--- src/rtl/seq_alu.sv ---
// Multi-cycle ALU: single-cycle FWD/ADD/AND/OR, iterative shift-add MUL and
// bit-serial SLL/SRL/SRA behind a START/BUSY/DONE handshake.
module seq_alu #(
    parameter int unsigned WIDTH = 8,
    localparam int unsigned SHW = $clog2(WIDTH)
) (
    input  logic             CLK,
    input  logic             RESET,
    input  logic             START,
    input  logic [2:0]       SELECT,
    input  logic [WIDTH-1:0] DATA1,
    input  logic [WIDTH-1:0] DATA2,
    output logic [WIDTH-1:0] RESULT,
    output logic             CARRY,
    output logic             ZERO,
    output logic             BUSY,
    output logic             DONE
);

    localparam logic [2:0] OpFwd = 3'b000;
    localparam logic [2:0] OpAdd = 3'b001;
    localparam logic [2:0] OpAnd = 3'b010;
    localparam logic [2:0] OpOr  = 3'b011;
    localparam logic [2:0] OpMul = 3'b100;
    localparam logic [2:0] OpSll = 3'b101;
    localparam logic [2:0] OpSrl = 3'b110;
    localparam logic [2:0] OpSra = 3'b111;

    typedef enum logic [0:0] {StIdle, StExec} state_e;

    state_e           state_q;
    logic [2:0]       op_q;
    logic [WIDTH-1:0] opa_q, opb_q, acc_q;
    logic [SHW:0]     cnt_q;
    logic [WIDTH-1:0] result_q;
    logic             carry_q, busy_q, done_q;

    logic [WIDTH:0]   sum;
    logic [SHW-1:0]   amt;
    logic [WIDTH-1:0] quick_res;
    logic [WIDTH-1:0] opa_nxt, opb_nxt, acc_nxt, final_res;

    assign sum = {1'b0, DATA1} + {1'b0, DATA2};
    assign amt = DATA2[SHW-1:0];

    // Shift ops with a zero amount fall through to the DATA1 default.
    always_comb begin
        quick_res = DATA1;
        case (SELECT)
            OpFwd:   quick_res = DATA2;
            OpAdd:   quick_res = sum[WIDTH-1:0];
            OpAnd:   quick_res = DATA1 & DATA2;
            OpOr:    quick_res = DATA1 | DATA2;
            default: quick_res = DATA1;
        endcase
    end

    always_comb begin
        opa_nxt = opa_q;
        opb_nxt = opb_q;
        acc_nxt = acc_q;
        case (op_q)
            OpMul: begin
                if (opb_q[0]) acc_nxt = acc_q + opa_q;
                opa_nxt = opa_q << 1;
                opb_nxt = opb_q >> 1;
            end
            OpSll:   opa_nxt = opa_q << 1;
            OpSrl:   opa_nxt = opa_q >> 1;
            OpSra:   opa_nxt = {opa_q[WIDTH-1], opa_q[WIDTH-1:1]};
            default: ;
        endcase
        final_res = (op_q == OpMul) ? acc_nxt : opa_nxt;
    end

    always_ff @(posedge CLK) begin
        if (RESET) begin
            state_q  <= StIdle;
            op_q     <= OpFwd;
            opa_q    <= '0;
            opb_q    <= '0;
            acc_q    <= '0;
            cnt_q    <= '0;
            result_q <= '0;
            carry_q  <= 1'b0;
            busy_q   <= 1'b0;
            done_q   <= 1'b0;
        end else begin
            case (state_q)
                StIdle: begin
                    done_q <= 1'b0;
                    if (START) begin
                        op_q  <= SELECT;
                        opa_q <= DATA1;
                        opb_q <= DATA2;
                        acc_q <= '0;
                        if (SELECT == OpMul) begin
                            cnt_q   <= (SHW+1)'(WIDTH);
                            busy_q  <= 1'b1;
                            state_q <= StExec;
                        end else if (SELECT[2] && (amt != '0)) begin
                            cnt_q   <= {1'b0, amt};
                            busy_q  <= 1'b1;
                            state_q <= StExec;
                        end else begin
                            result_q <= quick_res;
                            carry_q  <= (SELECT == OpAdd) && sum[WIDTH];
                            done_q   <= 1'b1;
                        end
                    end
                end
                StExec: begin
                    opa_q <= opa_nxt;
                    opb_q <= opb_nxt;
                    acc_q <= acc_nxt;
                    cnt_q <= cnt_q - 1'b1;
                    // Working registers stay private until the last iteration.
                    if (cnt_q == (SHW+1)'(1)) begin
                        result_q <= final_res;
                        carry_q  <= 1'b0;
                        done_q   <= 1'b1;
                        busy_q   <= 1'b0;
                        state_q  <= StIdle;
                    end
                end
                default: state_q <= StIdle;
            endcase
        end
    end

    assign RESULT = result_q;
    assign CARRY  = carry_q;
    assign ZERO   = ~|result_q;
    assign BUSY   = busy_q;
    assign DONE   = done_q;

endmodule

--- config.mk ---
export PLATFORM = sky130hd
export DESIGN_NAME = seq_alu
export DESIGN_NICKNAME = d
export VERILOG_FILES = /design/src/rtl/seq_alu.sv
export SDC_FILE = /design/constraint.sdc
export NUM_CORES = 1
export LEC_CHECK = 0
export CORE_UTILIZATION = 52
export DETAILED_ROUTE_END_ITERATION = 16
export PLACE_DENSITY_LB_ADDON = 0.05
export SYNTH_ARGS = -nofsm -noshare
export SYNTH_HDL_FRONTEND = slang
export SYNTH_SLANG_ARGS = --single-unit
--- constraint.sdc ---
create_clock -name CLK -period 2.3 [get_ports CLK]
set_clock_uncertainty 0.1 [all_clocks]
set_input_delay 0.46 -clock CLK [delete_from_list [all_inputs] [get_ports CLK]]
set_output_delay 0.46 -clock CLK [all_outputs]
set_load 0.1 [all_outputs]
==> metrics.txt, run 1 <==
outcome finished with violations; violations in the final reports negative setup slack; Min-Delay Path Class flip-flop to flip-flop; number of different library cells in the post-synthesis netlist 60; depth of the critical timing path with buffers and inverters included 8; data arrival at the endpoint of the critical path 2.48 ns; P per Cell Area 496 nW/um^2; Seq/Total Area, Yosys 25.3%; final antenna-violating net count 0; clock latency on the worst-skew pair 0.30 ns; sum of net half-perimeters after detailed placement 7.30 mm; Sink Count between 40 and 50; floorplan core area 6350 um^2; post-place setup slack -0.539 ns; Worst path top cell family by delay simple AND/OR/NAND/NOR gates; min-delay src RESULT[1]; WP buf/inv 0; Final setup violation count 1; required time worst endpoint 2.41 ns; Worst-path clk slew 0.08 ns; RSZ-0062 raised after global routing yes; peak supply drop approximately 0.31 mV; endpoint with the worst hold slack RESULT[1]; CTS root buffer clkbuf_8; # Max-Cap Violations 0; Reg-to-Reg End RESULT[6]; TritonRoute pass-1 iters 4; Mean Syn Cell Area 7.74 um^2; FMAX 0.422 GHz; starting utilization of the core area 53.6%; synth-to-layout area growth 30.3%; Site Rows 29; Synth Register Bits 43; Boundary Pins 34; fraction of registers with async set/reset 0%; clock group share of total power 22.6%; final-report hold violation count 0; highest net fanout along the worst path 2; number of enable flip-flop cells after synthesis 0; Internal Dissipation 1390 uW; wire length per cell after detailed routing 16.0 um; global route overflow 0; antenna violations before repair 0; Slew HR 59.4%; post-synthesis instance area 3410 um^2; post-detailed-route DRC marker count 0; Final WS setup -0.0684 ns; net switching share of the total power 36.9%; Tcrit/Tclk final 103%; number of levels the H-tree was split into 2; total of buffers placed on input and output ports 33; most instantiated flip-flop cell in the synthesis netlist dfxtp_1; layout cells sized above 1 between 20% and 30%; Post-Syn Instances 440; final critical path time including I/O delays and setup ~2.4 ns; synth warn 0; leakage power of the design about 0.0018 uW; transition time at the pin with the least slew margin 0.609 ns; Final Max Tran Viols 0; type of element capturing the critical path flip-flop; Clock Tree Buf Depth 2; share of total power in combinational logic 38.8%; total routed wirelength ~9.6 mm; worst reg-to-reg path cell count 8; die extent in y 82.9 um; vias in the first global route 3299; setup TNS -0.0684 ns; worst reg2reg startpoint acc_q[0]; net count after synthesis 489; placer's final routability congestion estimate 0.903; wire length of the first global-routing pass 16.2 mm; largest net degree at the start of global routing 47; switching power summed over all nets 812 uW; number of buffers added by the clock tree synthesis step 5; TritonCTS clock tree built; category of the critical setup timing path flip-flop to flip-flop; Post-CTS Hold Fix Bufs 0; total via count after detailed routing 3443; worst-path cell with the longest stage delay or4b_1; largest incremental delay on the critical path roughly 0.48 ns; via-per-instance ratio 5.74; floorplan die width between 80 and 90 um; Antenna Cells 0; Total Die Area 6880 um^2; worst hold path cell count 2; number of nets in the layout 572; register share of total power 38.6%; fillcell total 552; CP cell instances ha_4 > fa_2 > a211oi_2 > nor2_1 > or4b_1 > nand4_1 > nand3_1 > a311oi_2; 1st-iter DRT viols 185; kind of start point of the critical path flip-flop; r2r setup slk -0.07 ns; Total GRT Usage 28.6%
==> worst max-delay path by stage <==
| stage | startpoint | endpoint | slack, ns |
|---|---|---|---|
| floorplan | RESULT[2] | ZERO | 0.00006 |
| global placement | DATA1[0] | RESULT[4] | -0.49 |
| detailed placement | DATA1[0] | RESULT[4] | -0.54 |
| CTS | acc_q[0] | RESULT[6] | -0.007 |
| global route | acc_q[0] | RESULT[6] | -0.19 |
| finish | acc_q[0] | RESULT[6] | -0.07 |
==> stage by stage <==
stage / cells / cell area, um^2 / total power (uW) / hold WS, ns / util [%]
2_1_floorplan: 440 / 3430 / 1390 / 0.357 / -
3_3_place_gp: 587 / 4210 / 1670 / 0.347 / 66.2
3_5_place_dp: 587 / 4210 / 1690 / 0.357 / 66.2
4_1_cts: 598 / 4400 / 2190 / 0.369 / 69.2
5_1_grt: 600 / 4440 / 2300 / 0.404 / 69.9
6_report: 600 / 4440 / 2200 / 0.370 / 69.9
==> worst register-to-register path, stage by stage, from the launching register on <==
cell	delay [ns]
dfxtp_2	0.34
ha_4	0.16
fa_2	0.38
a211oi_2	0.28
nor2_1	0.08
or4b_1	0.48
nand4_1	0.14
nand3_1	0.12
a311oi_2	0.20
==> power by group through the flow <==
stage | clock network (uW) | logic [uW] | registers [uW]
floorplan | 0 | 445 | 947
global placement | 0 | 808 | 864
detailed placement | 0 | 823 | 865
CTS | 505 | 840 | 849
global route | 518 | 925 | 858
finish | 497 | 853 | 850
==> logic make-up (layout without fill, tap and decap cells) <==
group / Yosys count / count (layout) / synth area share [%]
AO/OA/AOI/OAI: 146 / 146 / 28.9
AND/OR/NAND/NOR: 141 / 141 / 19.9
buffers and inverters: 53 / 136 / 6.61
flip-flops: 43 / 43 / 25.3
adder cells (fa/ha/maj): 27 / 27 / 10.4
multiplexers: 23 / 23 / 7.16
XOR/XNOR: 7 / 7 / 1.80
==> per-layer routing <==
layer / vias to the layer above / track usage, % / share of wire, %
met2: 71 / 47.4 / 48
met5: - / 0 / 0
met3: 16 / 3.28 / 3.6
met4: 0 / 8.46 / 2.2
li1: 1760 / - / -
met1: 1596 / 39.0 / 47
==> cells in the final DEF, fill, tap and decap left out, types with 3 or more instances in the layout <==
cell type | Yosys | layout
a211o_1 | 3 | 3
a211oi_1 | 34 | 31
a211oi_2 | 1 | 4
a21o_1 | 5 | 5
a21oi_1 | 34 | 34
a311oi_1 | 4 | 3
a31oi_1 | 5 | 5
buf_4 | 3 | 79
clkbuf_8 | 0 | 6
clkdlybuf4s50_1 | 0 | 15
dfxtp_1 | 43 | 35
dfxtp_2 | 0 | 8
dlygate4sd2_1 | 0 | 6
ha_1 | 25 | 19
ha_4 | 0 | 4
inv_1 | 24 | 24
mux2i_1 | 21 | 21
nand2_1 | 45 | 45
nand2b_1 | 7 | 7
nand3_1 | 16 | 16
nand3b_1 | 3 | 3
nor2_1 | 38 | 37
nor2b_1 | 11 | 11
nor3_1 | 4 | 3
o211ai_1 | 6 | 6
o21ai_0 | 28 | 25
o21ai_1 | 3 | 4
o21ai_2 | 1 | 3
o21bai_1 | 3 | 3
o22ai_1 | 3 | 3
xnor2_1 | 6 | 6
==> cell usage after synthesis (4+ instances only) <==
cell type	instances	area share, %
nand2_1	45	5.0
nor2b_1	11	2.0
buf_2	6	0.88
o21ai_0	28	4.1
clkbuf_1	15	1.7
xnor2_1	6	1.5
a211oi_1	34	7.5
ha_1	25	9.2
inv_1	24	2.6
nor3_1	4	0.59
o211ai_1	6	1.3
a31oi_1	5	0.92
nand3_1	16	2.4
nand2b_1	7	1.3
nor2_1	38	4.2
a21oi_1	34	5.0
dfxtp_1	43	25
a21o_1	5	1.1
mux2i_1	21	6.2
a311oi_1	4	1.0
==> timing repair <==
item / in CTS / in global routing
setup endpoints to repair: 6 / 4
buffers inserted: 4 / 2
resized for setup: 23 / 7
cloned: 0 / 0
pin swaps: 15 / 6
==> flip-flops by register name, indices dropped and copies added, names as in the netlist, 3 cells and up <==
register,flops
cnt_q,4
opa_q,8
op_q,3
opb_q,8
acc_q,8
RESULT,8
==> final cells by class <==
| cell class | count | area [um^2] | area share [%] |
|---|---|---|---|
| Multi-Input combinational cell | 344 | 2430 | 54.8 |
| Sequential cell | 43 | 871 | 19.6 |
| Clock inverter | 1 | 5.00 | 0.113 |
| Timing Repair Buffer | 104 | 858 | 19.3 |
| Tap cell | 77 | 96.3 | 2.17 |
| Clock buffer | 6 | 82.6 | 1.86 |
| Inverter | 25 | 93.8 | 2.12 |
No activity file was read; power rests on OpenSTA's default activity.
==> inputs of run 2 (changes only) <==
--- a/config.mk
+++ b/config.mk
@@ -8,6 +8,8 @@
 export CORE_UTILIZATION = 52
 export DETAILED_ROUTE_END_ITERATION = 16
 export PLACE_DENSITY_LB_ADDON = 0.05
+export SETUP_SLACK_MARGIN = 0.3
 export SYNTH_ARGS = -nofsm -noshare
 export SYNTH_HDL_FRONTEND = slang
 export SYNTH_SLANG_ARGS = --single-unit
+export TNS_END_PERCENT = 100
==> metrics.txt, run 2 (same netlist as run 1, synthesis figures left out) <==
Final WS setup -0.0313 ns (was -0.0684 ns); largest incremental delay on the critical path 0.46 ns (was 0.48 ns); FMAX 0.429 GHz (was 0.422 GHz); P per Cell Area 495 nW/um^2 (was 496 nW/um^2); sum of net half-perimeters after detailed placement 7.35 mm (was 7.30 mm); Site Rows 29 (unchanged); total via count after detailed routing 3626 (was 3443); largest net degree at the start of global routing 44 (was 47); number of nets in the layout 575 (was 572); highest net fanout along the worst path 3 (was 2); 1st-iter DRT viols 337 (was 185); final antenna-violating net count 0 (unchanged); floorplan die width 82.9 um (unchanged); leakage power of the design 0.00190 uW (was 0.00184 uW); layout cells sized above 1 33.2% (was 24.7%); total routed wirelength 10.4 mm (was 9.57 mm); Clock Tree Buf Depth 2 (unchanged); worst-path cell with the longest stage delay or4b_1 (unchanged); starting utilization of the core area 53.6% (unchanged); RSZ-0062 raised after global routing yes (unchanged); TritonRoute pass-1 iters 7 (was 4); via-per-instance ratio 6.00 (was 5.74); kind of start point of the critical path flip-flop (unchanged); total of buffers placed on input and output ports 33 (unchanged); peak supply drop 0.479 mV (was 0.308 mV); Final Max Tran Viols 0 (unchanged); CTS root buffer clkbuf_8 (unchanged); Antenna Cells 0 (unchanged); CP cell instances ha_4 > fa_2 > a211oi_2 > nor2_1 > or4b_1 > nand4_1 > nand3_2 > a311oi_2 (was ha_4 > fa_2 > a211oi_2 > nor2_1 > or4b_1 > nand4_1 > nand3_1 > a311oi_2); Boundary Pins 34 (unchanged); final critical path time including I/O delays and setup 2.33 ns (was 2.37 ns); placer's final routability congestion estimate 0.938 (was 0.903); final-report hold violation count 0 (unchanged); most frequent standard cell in the layout excluding fill and tap cells buf_4 (unchanged); category of the critical setup timing path flip-flop to flip-flop (unchanged); WP buf/inv 0 (unchanged); commonest cells after routing, fill and taps aside 80 x buf_4, 45 x nand2_1, 35 x nor2_1 (was 79 x buf_4, 45 x nand2_1, 37 x nor2_1); vias in the first global route 3356 (was 3299); Final setup violation count 1 (unchanged); post-detailed-route DRC marker count 0 (unchanged); wire length of the first global-routing pass 17.0 mm (was 16.2 mm); Post-CTS Hold Fix Bufs 0 (unchanged); clock latency on the worst-skew pair 0.31 ns (was 0.30 ns); Worst Hold Slack 0.378 ns (was 0.370 ns); data arrival at the endpoint of the critical path 2.45 ns (was 2.48 ns); global route overflow 0 (unchanged); Total GRT Usage 30.7% (was 28.6%); Total Die Area 6880 um^2 (unchanged); die extent in y 82.9 um (unchanged); transition time at the pin with the least slew margin 0.484 ns (was 0.609 ns); fillcell total 499 (was 552); antenna violations before repair 0 (unchanged); wire length per cell after detailed routing 17.3 um (was 16.0 um); Min-Delay Path Class flip-flop to flip-flop (unchanged); Worst-path clk slew 0.09 ns (was 0.08 ns); TritonCTS clock tree built (unchanged); type of element capturing the critical path flip-flop (unchanged); number of levels the H-tree was split into 2 (unchanged); setup TNS -0.0313 ns (was -0.0684 ns); Sink Count 43 (unchanged); outcome finished with violations (unchanged); end-of-flow core utilization 73.9% (was 69.9%); Tcrit/Tclk final 101% (was 103%); violations in the final reports negative setup slack (unchanged); # Max-Cap Violations 0 (unchanged); number of buffers added by the clock tree synthesis step 5 (unchanged); floorplan core area 6350 um^2 (unchanged); synth-to-layout area growth 37.8% (was 30.3%); Worst path top cell family by delay simple AND/OR/NAND/NOR gates (unchanged); required time worst endpoint 2.42 ns (was 2.41 ns); Slew HR 67.7% (was 59.4%)
run 2: changes by cell type in the layout (fill, tap and decap cells not counted), sizes merged, moves of 2 or more:
cell / before / now
buf: 83 / 89
clkbuf: 6 / 8
clkdlybuf4s50: 15 / 6
dlymetal6s2s: 0 / 3
run 2: repair_timing:
item,4_1_cts,5_1_grt
buffers inserted,13,3
endpoints found under the setup margin,17,25
resized for setup,66,24
pin swaps,29,28
run 2: tightest hold or removal path: stages (launching register included):
cell     delay [ns]
dfxtp_1        0.32
nand3_1        0.06
a21oi_1        0.06
run 2: per-layer routing:
| layer | vias to the layer above | wire, um | GRT usage (%) |
|---|---|---|---|
| met1 | 1698 | 4520 | 40.2 |
| met2 | 147 | 5090 | 52.0 |
| li1 | 1761 | - | - |
| met3 | 20 | 559 | 3.98 |
| met5 | - | 0 | 0 |
| met4 | 0 | 271 | 10.8 |
run 2: where the power goes:
part | total, uW | switching [uW] | internal [uW]
Clock | 562 | 288 | 275
Combinational | 909 | 530 | 378
Sequential | 853 | 55.7 | 797
Total | 2320 | 874 | 1450
run 2: worst paths after layout:
kind | end | cells after the start | slack, ns | start
worst min-delay path | DONE | 2 | 0.38 | DONE
worst max-delay path | RESULT[6] | 8 | -0.03 | acc_q[0]
worst max register to register | RESULT[6] | 8 | -0.03 | acc_q[0]
worst min register to register | DONE | 2 | 0.38 | DONE
run 2: layout make-up:
type	count	area, um^2	share of cell area, %
inverters	25	93.8	2.00
multi-input cells	344	2630	56.0
clock buffers	7	96.3	2.05
clock inverters	1	6.26	0.133
flip-flops and latches	43	898	19.1
well taps	77	96.3	2.05
repair buffers	107	873	18.6
run 2: stage by stage:
stage / setup WS, ns / power [uW] / std cells / cell area, um^2
after global routing: -0.142 / 2430 / 604 / 4690
after global placement: -0.399 / 1660 / 580 / 4220
after detailed placement: -0.441 / 1680 / 580 / 4220
after CTS: -0.0102 / 2290 / 601 / 4580
final: -0.0313 / 2320 / 604 / 4690
after floorplan: 0.195 / 1400 / 440 / 3500
==> inputs of run 3 (changes only) <==
--- a/config.mk
+++ b/config.mk
@@ -9,6 +9,7 @@
 export DETAILED_ROUTE_END_ITERATION = 16
 export PLACE_DENSITY_LB_ADDON = 0.05
 export SETUP_SLACK_MARGIN = 0.3
+export SKIP_CTS_REPAIR_TIMING = 1
 export SYNTH_ARGS = -nofsm -noshare
 export SYNTH_HDL_FRONTEND = slang
 export SYNTH_SLANG_ARGS = --single-unit
==> metrics.txt, run 3 (same netlist as run 1, synthesis figures left out) <==
final-report hold violation count 0 (unchanged); highest net fanout along the worst path 3 (unchanged); Worst-path clk slew 0.09 ns (about the same); CTS root buffer clkbuf_8 (unchanged); Clock Tree Buf Depth 2 (unchanged); number of buffers added by the clock tree synthesis step 5 (unchanged); Reg-to-Reg End RESULT[6] (unchanged); violations in the final reports negative setup slack (unchanged); Antenna Cells 0 (unchanged); wire length per cell after detailed routing 17.2 um (was 17.3 um); floorplan core area 6350 um^2 (unchanged); peak supply drop 0.479 mV (about the same); number of nets in the layout 567 (was 575); total via count after detailed routing 3586 (was 3626); placer's final routability congestion estimate 0.938 (unchanged); sum of net half-perimeters after detailed placement 7.35 mm (unchanged); Site Rows 29 (unchanged); Final setup violation count 1 (unchanged); number of levels the H-tree was split into 2 (unchanged); worst hold path cell count 2 (unchanged); global route overflow 0 (unchanged); TritonCTS clock tree built (unchanged); TritonRoute pass-1 iters 5 (was 7); total area of multi-input combinational cells 2590 um^2 (was 2630 um^2); Worst Hold Slack 0.378 ns (about the same); data arrival at the endpoint of the critical path 2.50 ns (was 2.45 ns); Final Max Tran Viols 0 (unchanged); setup TNS -0.105 ns (was -0.0313 ns); final critical path time including I/O delays and setup 2.41 ns (was 2.33 ns); FMAX 0.416 GHz (was 0.429 GHz); RSZ-0062 raised after global routing yes (unchanged); die extent in y 82.9 um (unchanged); worst-path cell with the longest stage delay or4b_1 (unchanged); synth-to-layout area growth 36.6% (was 37.8%); Sink Count 43 (unchanged); P per Cell Area 497 nW/um^2 (was 495 nW/um^2); kind of start point of the critical path flip-flop (unchanged); required time worst endpoint 2.40 ns (was 2.42 ns); Tcrit/Tclk final 105% (was 101%); transition time at the pin with the least slew margin 0.476 ns (was 0.484 ns); starting utilization of the core area 53.6% (unchanged); 1st-iter DRT viols 315 (was 337); Final WS setup -0.105 ns (was -0.0313 ns); total of buffers placed on input and output ports 33 (unchanged); outcome finished with violations (unchanged); via-per-instance ratio 6.02 (was 6.00); type of element capturing the critical path flip-flop (unchanged); endpoint with the worst hold slack DONE (unchanged); final antenna-violating net count 0 (unchanged); min-delay src DONE (unchanged); r2r setup slk -0.11 ns (was -0.03 ns); largest incremental delay on the critical path 0.47 ns (was 0.46 ns); Min-Delay Path Class flip-flop to flip-flop (unchanged); antenna violations before repair 0 (unchanged); worst reg-to-reg path cell count 8 (unchanged); Total Die Area 6880 um^2 (unchanged); worst reg2reg startpoint acc_q[0] (unchanged); most frequent standard cell in the layout excluding fill and tap cells buf_4 (unchanged); wire length of the first global-routing pass 15.9 mm (was 17.0 mm); commonest cells after routing, fill and taps aside 72 x buf_4, 45 x nand2_1, 35 x nor2_1 (was 80 x buf_4, 45 x nand2_1, 35 x nor2_1); largest net degree at the start of global routing 44 (unchanged); leakage power of the design 0.00194 uW (was 0.00190 uW); Total GRT Usage 28.6% (was 30.7%); post-detailed-route DRC marker count 0 (unchanged); category of the critical setup timing path flip-flop to flip-flop (unchanged); floorplan die width 82.9 um (unchanged); # Max-Cap Violations 0 (unchanged); CP cell instances ha_4 > fa_2 > a211oi_2 > nor2_1 > or4b_1 > nand4_1 > nand3_1 > a311oi_1 (was ha_4 > fa_2 > a211oi_2 > nor2_1 > or4b_1 > nand4_1 > nand3_2 > a311oi_2); total routed wirelength 10.3 mm (was 10.4 mm); fillcell total 495 (was 499); Slew HR 68.3% (was 67.7%); sequential cell area 898 um^2 (unchanged); vias in the first global route 3164 (was 3356); clock latency on the worst-skew pair 0.31 ns (about the same); Boundary Pins 34 (unchanged); layout cells sized above 1 30.1% (was 33.2%)
[run 3: power breakdown]
group,switching (uW),internal (uW)
clock network,291,275
logic,517,371
registers,60.3,798
[run 3: critical path, delay by kind of cell, from the launching register on]
family	cells	cell delay, ns
AO/OA/AOI/OAI	2	0.49
adder cells (fa/ha/maj)	2	0.55
flip-flops	1	0.34
AND/OR/NAND/NOR	4	0.81
[run 3: worst max path at each step]
stage / start / end
after floorplan: opa_q[0] / RESULT[6]
after global placement: DATA2[0] / RESULT[0]
after detailed placement: DATA2[0] / RESULT[4]
after CTS: DATA2[0] / RESULT[4]
after global routing: acc_q[0] / RESULT[6]
final: acc_q[0] / RESULT[6]
[run 3: routing by layer]
layer | up-vias | track usage (%) | share of wire (%)
met2 | 110 | 47.5 | 48
met4 | 0 | 9.40 | 2.0
met1 | 1714 | 38.3 | 46
li1 | 1745 | - | -
met3 | 17 | 3.88 | 4.2
met5 | - | 0 | 0
[run 3: metrics by stage]
| stage | setup WS (ns) | cell area, um^2 | total power (uW) | util (%) | instances |
|---|---|---|---|---|---|
| detailed placement | -0.441 | 4220 | 1680 | 66.4 | 580 |
| global route | -0.175 | 4650 | 2420 | 73.3 | 596 |
| global placement | -0.399 | 4220 | 1660 | 66.4 | 580 |
| finish | -0.105 | 4650 | 2310 | 73.3 | 596 |
| CTS | -0.129 | 4320 | 2240 | 68.0 | 588 |
| floorplan | 0.195 | 3500 | 1400 | - | 440 |
[run 3: cell type report]
class	instances	area share (%)
Clock buffer	7	2.07
Sequential cell	43	19.3
Timing Repair Buffer	99	18.6
Inverter	25	2.02
Multi-Input combinational cell	344	55.8
Tap cell	77	2.07
Clock inverter	1	0.134
==> RTL change 1 (flow settings as in run 3) <==
The parameter `WIDTH` goes from 8 to 16.
--- a/src/rtl/seq_alu.sv
+++ b/src/rtl/seq_alu.sv
@@ -3,3 +3,3 @@
 module seq_alu #(
-    parameter int unsigned WIDTH = 8,
+    parameter int unsigned WIDTH = 16,
     localparam int unsigned SHW = $clog2(WIDTH)
Interface: changed (resized DATA1, DATA2 and RESULT); port bits go from 34 to 58. The function was not compared with the original's and may differ.
==> RTL change 1 against run 3 <==
- the flow still finishes with violations (setup timing)
- cell count is 94% higher
- wire length rose by 110%
- synthesized area is 81% higher
- power up 120%
- utilization rose by 7.3 points
- global-route usage is 3.9 points higher
- cell area grew 99%
- count of clock-buffer cells in the layout is 3 higher
- die area grew 78%
- sequential cell count grew 33
- worst setup slack worse by 370 ps
- critical path depth rose by 4
- sequential power is 76% higher
==> RTL change 1: results (changes against run 3) <==
<table>
<tr><th>Metric</th><th>Value</th></tr>
<tr><th colspan="2">Status</th></tr>
<tr><td>Outcome</td><td>finished with violations</td></tr>
<tr><td>Violated checks</td><td>setup timing</td></tr>
<tr><th colspan="2">Global routing</th></tr>
<tr><td>Overall Global Routing Usage</td><td>32.50% (+3.9 points)</td></tr>
<tr><td>Global-route wire length before repair</td><td>32.27 mm (+100%)</td></tr>
<tr><td>Pin count of the biggest net entering global routing</td><td>58 (+32%)</td></tr>
<tr><th colspan="2">Timing</th></tr>
<tr><td>Slack of the critical path</td><td>-471.5 ps (-366.1 ps)</td></tr>
<tr><td>Hold Worst Slack</td><td>384.6 ps (+6.658 ps)</td></tr>
<tr><td>Final setup violating endpoints</td><td>16 (+15)</td></tr>
<tr><th colspan="2">Placed design</th></tr>
<tr><td>Port bufs</td><td>57 (+73%)</td></tr>
<tr><td>Area after DPL</td><td>8165 um2 (+94%)</td></tr>
<tr><td>Post-placement setup slack</td><td>-1222 ps (-780.8 ps)</td></tr>
<tr><th colspan="2">Routing</th></tr>
<tr><td>Initial DRC count</td><td>554 (+76%)</td></tr>
<tr><th colspan="2">Logic synthesis</th></tr>
<tr><td>Sequential-to-total area share from yosys stat</td><td>24.75% (-0.53 points)</td></tr>
<tr><td>Synthesized netlist net count</td><td>886 (+81%)</td></tr>
<tr><td>Top cell types by occurrence after synthesis</td><td>nor2_1, dfxtp_1, nand2_1</td></tr>
<tr><td>Ranking of synthesized cells by area</td><td>dfxtp_1, ha_1, a211oi_1</td></tr>
<tr><th colspan="2">Setup path</th></tr>
<tr><td>Worst path top cell family by delay</td><td>compound AO/OA/AOI/OAI gates</td></tr>
<tr><td>Data arrival time of the critical path</td><td>2910 ps (+410 ps)</td></tr>
<tr><td>Launch point of the worst reg-to-reg path</td><td>opa_q[2]</td></tr>
<tr><td>Cell with the largest stage delay on the worst path</td><td>mux4_2</td></tr>
<tr><td>Reg-to-reg setup timing slack</td><td>-450 ps (-340 ps)</td></tr>
<tr><th colspan="2">Power</th></tr>
<tr><td>Maximum vdd drop</td><td>0.4956 mV (+3.6%)</td></tr>
<tr><th colspan="2">CTS</th></tr>
<tr><td>Clock buffers created by TritonCTS</td><td>9 (+4)</td></tr>
<tr><td>H-tree depth</td><td>3 (+1)</td></tr>
<tr><td>Worst-path clk slew</td><td>60 ps (-30 ps)</td></tr>
<tr><th colspan="2">Min path</th></tr>
<tr><td>Hold worst-path end</td><td>acc_q[13]</td></tr>
<tr><td>Kind of path behind the tightest hold check</td><td>in -&gt; reg</td></tr>
<tr><th colspan="2">Finish</th></tr>
<tr><td>Layout cell share with drive strength beyond 1</td><td>35.47% (+5.4 points)</td></tr>
</table>
==> RTL change 1: cell count changes in the layout (fill, tap and decap cells not counted), sizes merged, moves of 25 or more <==
cell,delta
mux2i,+25
a21oi,+25
buf,+146
nand2,+26
a211oi,+31
dfxtp,+33
nor2,+38
==> RTL change 1: worst max path at each step <==
stage,start,endpoint,slack (ps),cells after the start
floorplan,DATA1[0],RESULT[12],-520,11
global placement,DATA1[0],RESULT[12],-1160,12
detailed placement,DATA1[0],RESULT[14],-1220,13
CTS,DATA1[1],RESULT[13],-890,12
global route,opa_q[2],RESULT[15],-570,10
finish,DATA2[0],RESULT[12],-470,12
==> RTL change 1: cells by family after synthesis <==
| kind of cell | count (synthesis) | synth area share (%) |
|---|---|---|
| compound gates | 256 | 27.96 |
| simple gates | 231 | 17.07 |
| buf+inv | 105 | 6.573 |
| flops | 76 | 24.75 |
| mux | 52 | 9.320 |
| fa+ha+maj | 51 | 10.62 |
| xor+xnor | 26 | 3.704 |
==> RTL change 1: where the power goes <==
group	internal, mW	total (mW)	leakage [nW]	switching [mW]
sequential	1.41	1.51	0.630	0.0959
combinational	0.824	1.86	3.22	1.04
clock	1.06	1.68	0.167	0.615
==> RTL change 1: routing by layer <==
| layer | vias to the layer above | part of all wire, % | GRT usage (%) |
|---|---|---|---|
| li1 | 3301 | - | - |
| met1 | 3359 | 43 | 42.25 |
| met2 | 254 | 49 | 55.24 |
| met3 | 54 | 5.4 | 4.155 |
| met4 | 0 | 2.7 | 11.47 |
| met5 | - | 0 | 0 |
==> RTL change 1: area by class of cell <==
type                    instances  area (um2)  share of cell area (%)
flip-flops and latches         76        1546                   16.74
multi-input cells             616        4813                   52.10
well taps                     143       178.9                   1.937
clock inverters                 6       112.6                   1.219
clock buffers                  10       229.0                   2.478
repair buffers                255        2170                   23.48
inverters                      49       188.9                   2.045
==> RTL change 1: per-stage QoR <==
step                      cells  power, mW
after floorplan             797      2.501
after detailed placement   1122      3.149
final                      1155      5.048
after CTS                  1138      4.827
after global placement     1122      3.103
after global routing       1155      5.228
==> RTL change 2 (config.mk and constraints of run 3) <==
Without the edit above. Add an input register stage for `START`, `SELECT`, `DATA1` and `DATA2`; this delays them by one clock.
--- a/src/rtl/seq_alu.sv
+++ b/src/rtl/seq_alu.sv
@@ -30,2 +30,14 @@
 
+    logic START_q;
+    logic [2:0] SELECT_q;
+    logic [WIDTH-1:0] DATA1_q;
+    logic [WIDTH-1:0] DATA2_q;
+
+    always_ff @(posedge CLK) begin
+        START_q  <= START;
+        SELECT_q <= SELECT;
+        DATA1_q  <= DATA1;
+        DATA2_q  <= DATA2;
+    end
+
     state_e           state_q;
@@ -42,4 +54,4 @@
 
-    assign sum = {1'b0, DATA1} + {1'b0, DATA2};
-    assign amt = DATA2[SHW-1:0];
+    assign sum = {1'b0, DATA1_q} + {1'b0, DATA2_q};
+    assign amt = DATA2_q[SHW-1:0];
 
@@ -47,9 +59,9 @@
     always_comb begin
-        quick_res = DATA1;
-        case (SELECT)
-            OpFwd:   quick_res = DATA2;
+        quick_res = DATA1_q;
+        case (SELECT_q)
+            OpFwd:   quick_res = DATA2_q;
             OpAdd:   quick_res = sum[WIDTH-1:0];
-            OpAnd:   quick_res = DATA1 & DATA2;
-            OpOr:    quick_res = DATA1 | DATA2;
-            default: quick_res = DATA1;
+            OpAnd:   quick_res = DATA1_q & DATA2_q;
+            OpOr:    quick_res = DATA1_q | DATA2_q;
+            default: quick_res = DATA1_q;
         endcase
@@ -91,8 +103,8 @@
                     done_q <= 1'b0;
-                    if (START) begin
-                        op_q  <= SELECT;
-                        opa_q <= DATA1;
-                        opb_q <= DATA2;
+                    if (START_q) begin
+                        op_q  <= SELECT_q;
+                        opa_q <= DATA1_q;
+                        opb_q <= DATA2_q;
                         acc_q <= '0;
-                        if (SELECT == OpMul) begin
+                        if (SELECT_q == OpMul) begin
                             cnt_q   <= (SHW+1)'(WIDTH);
@@ -100,3 +112,3 @@
                             state_q <= StExec;
-                        end else if (SELECT[2] && (amt != '0)) begin
+                        end else if (SELECT_q[2] && (amt != '0)) begin
                             cnt_q   <= {1'b0, amt};
@@ -106,3 +118,3 @@
                             result_q <= quick_res;
-                            carry_q  <= (SELECT == OpAdd) && sum[WIDTH];
+                            carry_q  <= (SELECT_q == OpAdd) && sum[WIDTH];
                             done_q   <= 1'b1;
Function: changed (Yosys sat finds a counterexample within 4 cycles, from zero or initial values and one cycle with RESET high).
==> RTL change 2 against run 3 <==
- wire length rose by 5.6%
- synthesized area rose by 11%
- clock power rose by 69%
- sequential share of layout area rose by 7.6 points
- maximum frequency rose by 8.7%
- sequential cell count rose by 20
- cell area rose by 5.8%
- power rose by 32%
- largest power group is now sequential cells
- worst setup slack improved by 190 ps
==> RTL change 2: results (changes against run 3) <==
<table>
<tr><th>Metric</th><th>Value</th></tr>
<tr><th colspan="2">Status</th></tr>
<tr><td>Outcome</td><td>completed</td></tr>
<tr><th colspan="2">Logic synthesis</th></tr>
<tr><td>Synthesized netlist net count</td><td>502 (+2.7%)</td></tr>
<tr><td>Fraction of the mapped netlist area in compound gates</td><td>25.32% (-3.6 points)</td></tr>
<tr><td>Avg Cell Area, Syn</td><td>8.333 um2 (+7.7%)</td></tr>
<tr><td>Post-synthesis mux area share</td><td>8.121% (+0.96 points)</td></tr>
<tr><td>Synth Area in XOR/XNOR</td><td>1.160% (-0.64 points)</td></tr>
<tr><th colspan="2">Power</th></tr>
<tr><td>Leakage</td><td>1.902 nW (-1.8%)</td></tr>
<tr><td>Maximum vdd drop</td><td>0.4449 mV (-7.0%)</td></tr>
<tr><th colspan="2">Placed design</th></tr>
<tr><td>DP Cell Count</td><td>579 (-0.17%)</td></tr>
<tr><td>Area after DPL</td><td>4373 um2 (+3.7%)</td></tr>
<tr><td>Placed wire-length estimate</td><td>7.575 mm (+3.0%)</td></tr>
<tr><td>Routability-driven placement congestion ratio</td><td>0.8526 (-9.1%)</td></tr>
<tr><th colspan="2">Global routing</th></tr>
<tr><td>Number of global-route vias before repair</td><td>3,419 (+8.1%)</td></tr>
<tr><td>Global-route wire length before repair</td><td>16.71 mm (+5.3%)</td></tr>
<tr><td>Overall Global Routing Usage</td><td>29.29% (+0.68 points)</td></tr>
<tr><td>GRT met2 Usage</td><td>49.61% (+2.1 points)</td></tr>
<tr><td>Met3 track demand over resource in global routing</td><td>6.919% (+3.0 points)</td></tr>
<tr><td>Pin count of the biggest net entering global routing</td><td>43 (-2.3%)</td></tr>
<tr><th colspan="2">Finish</th></tr>
<tr><td>Number of nets in the layout</td><td>554 (-2.3%)</td></tr>
<tr><td>Layout cell share with drive strength beyond 1</td><td>28.68% (-1.4 points)</td></tr>
<tr><th colspan="2">CTS</th></tr>
<tr><td>Clock buffers created by TritonCTS</td><td>9 (+4)</td></tr>
<tr><td>Clock latency of the later-clocked register in the worst-skew pair</td><td>360 ps (+50 ps)</td></tr>
<tr><td>Worst-path clk slew</td><td>70 ps (-20 ps)</td></tr>
<tr><td>H-tree depth</td><td>3 (+1)</td></tr>
<tr><th colspan="2">Setup path</th></tr>
<tr><td>Maximum fanout count along the critical path</td><td>5 (+2)</td></tr>
<tr><th colspan="2">Routing</th></tr>
<tr><td>Routed WL per cell</td><td>17.91 um (+4.0%)</td></tr>
<tr><td>Via count of the routed design</td><td>3,608 (+0.61%)</td></tr>
</table>
## RTL change 2: cell types whose count changed after synthesis, moves of 4 or more
cell / run 3 / this run
mux2i_1: 21 / 25
nand3_1: 16 / 8
nor2_1: 38 / 44
a211oi_1: 34 / 30
nor3_1: 4 / 10
dfxtp_1: 43 / 63
## RTL change 2: path summary, 6_finish.rpt
check / startpoint / slack, ps / end
max: DATA2_q[0] / 90 / CARRY
min: CARRY / 370 / CARRY
max reg2reg: DATA2_q[0] / 90 / CARRY
min reg2reg: CARRY / 370 / CARRY
## RTL change 2: stage by stage
step                TNS (ps)  hold slack, ps  setup WS, ps
floorplan                  0           357.0         225.2
global placement           0           355.0         97.76
finish                     0           366.7         88.08
global route          -27.43           373.9        -27.43
detailed placement         0           353.1         81.66
CTS                        0           364.0         27.89
## RTL change 2: kinds of logic after synthesis
family                     after synthesis
and+or+nand+nor                        138
DFF                                     63
adders and majority gates               27
xor gates and xnor gates                 5
AOI/OAI and AO/OA                      140
buffers and inverters                   52
muxes                                   28
## RTL change 2: critical path, stage by stage (launching register included)
cell and delay [ps]:
dfxtp_4 370, ha_4 180, fa_2 380, a211oi_2 260, nor2_2 80, o311a_1 290, o21a_1 190, o2111ai_2 160
a21oi_1 80
## RTL change 2: final cells by class
class | count | share of cell area, %
timing repair buffer | 66 | 11.97
tap | 96 | 2.439
sequential | 63 | 26.93
clock buffer | 13 | 3.659
clock inverter | 2 | 0.2541
multi-input combinational | 338 | 52.69
inverter | 27 | 2.058
## RTL change 2: power by group
part | total [mW] | leakage [nW] | switching [mW] | internal [mW]
registers | 1.25 | 0.532 | 0.0812 | 1.16
clock network | 0.957 | 0.0966 | 0.449 | 0.509
logic | 0.853 | 1.27 | 0.507 | 0.346
total | 3.06 | 1.90 | 1.04 | 2.02
## RTL change 2: metal layers
layer  part of all wire, %  vias up
li1                      -     1750
met1                    44     1737
met2                    49       99
met3                   4.4       22
met4                   2.4        0
met5                     0        -
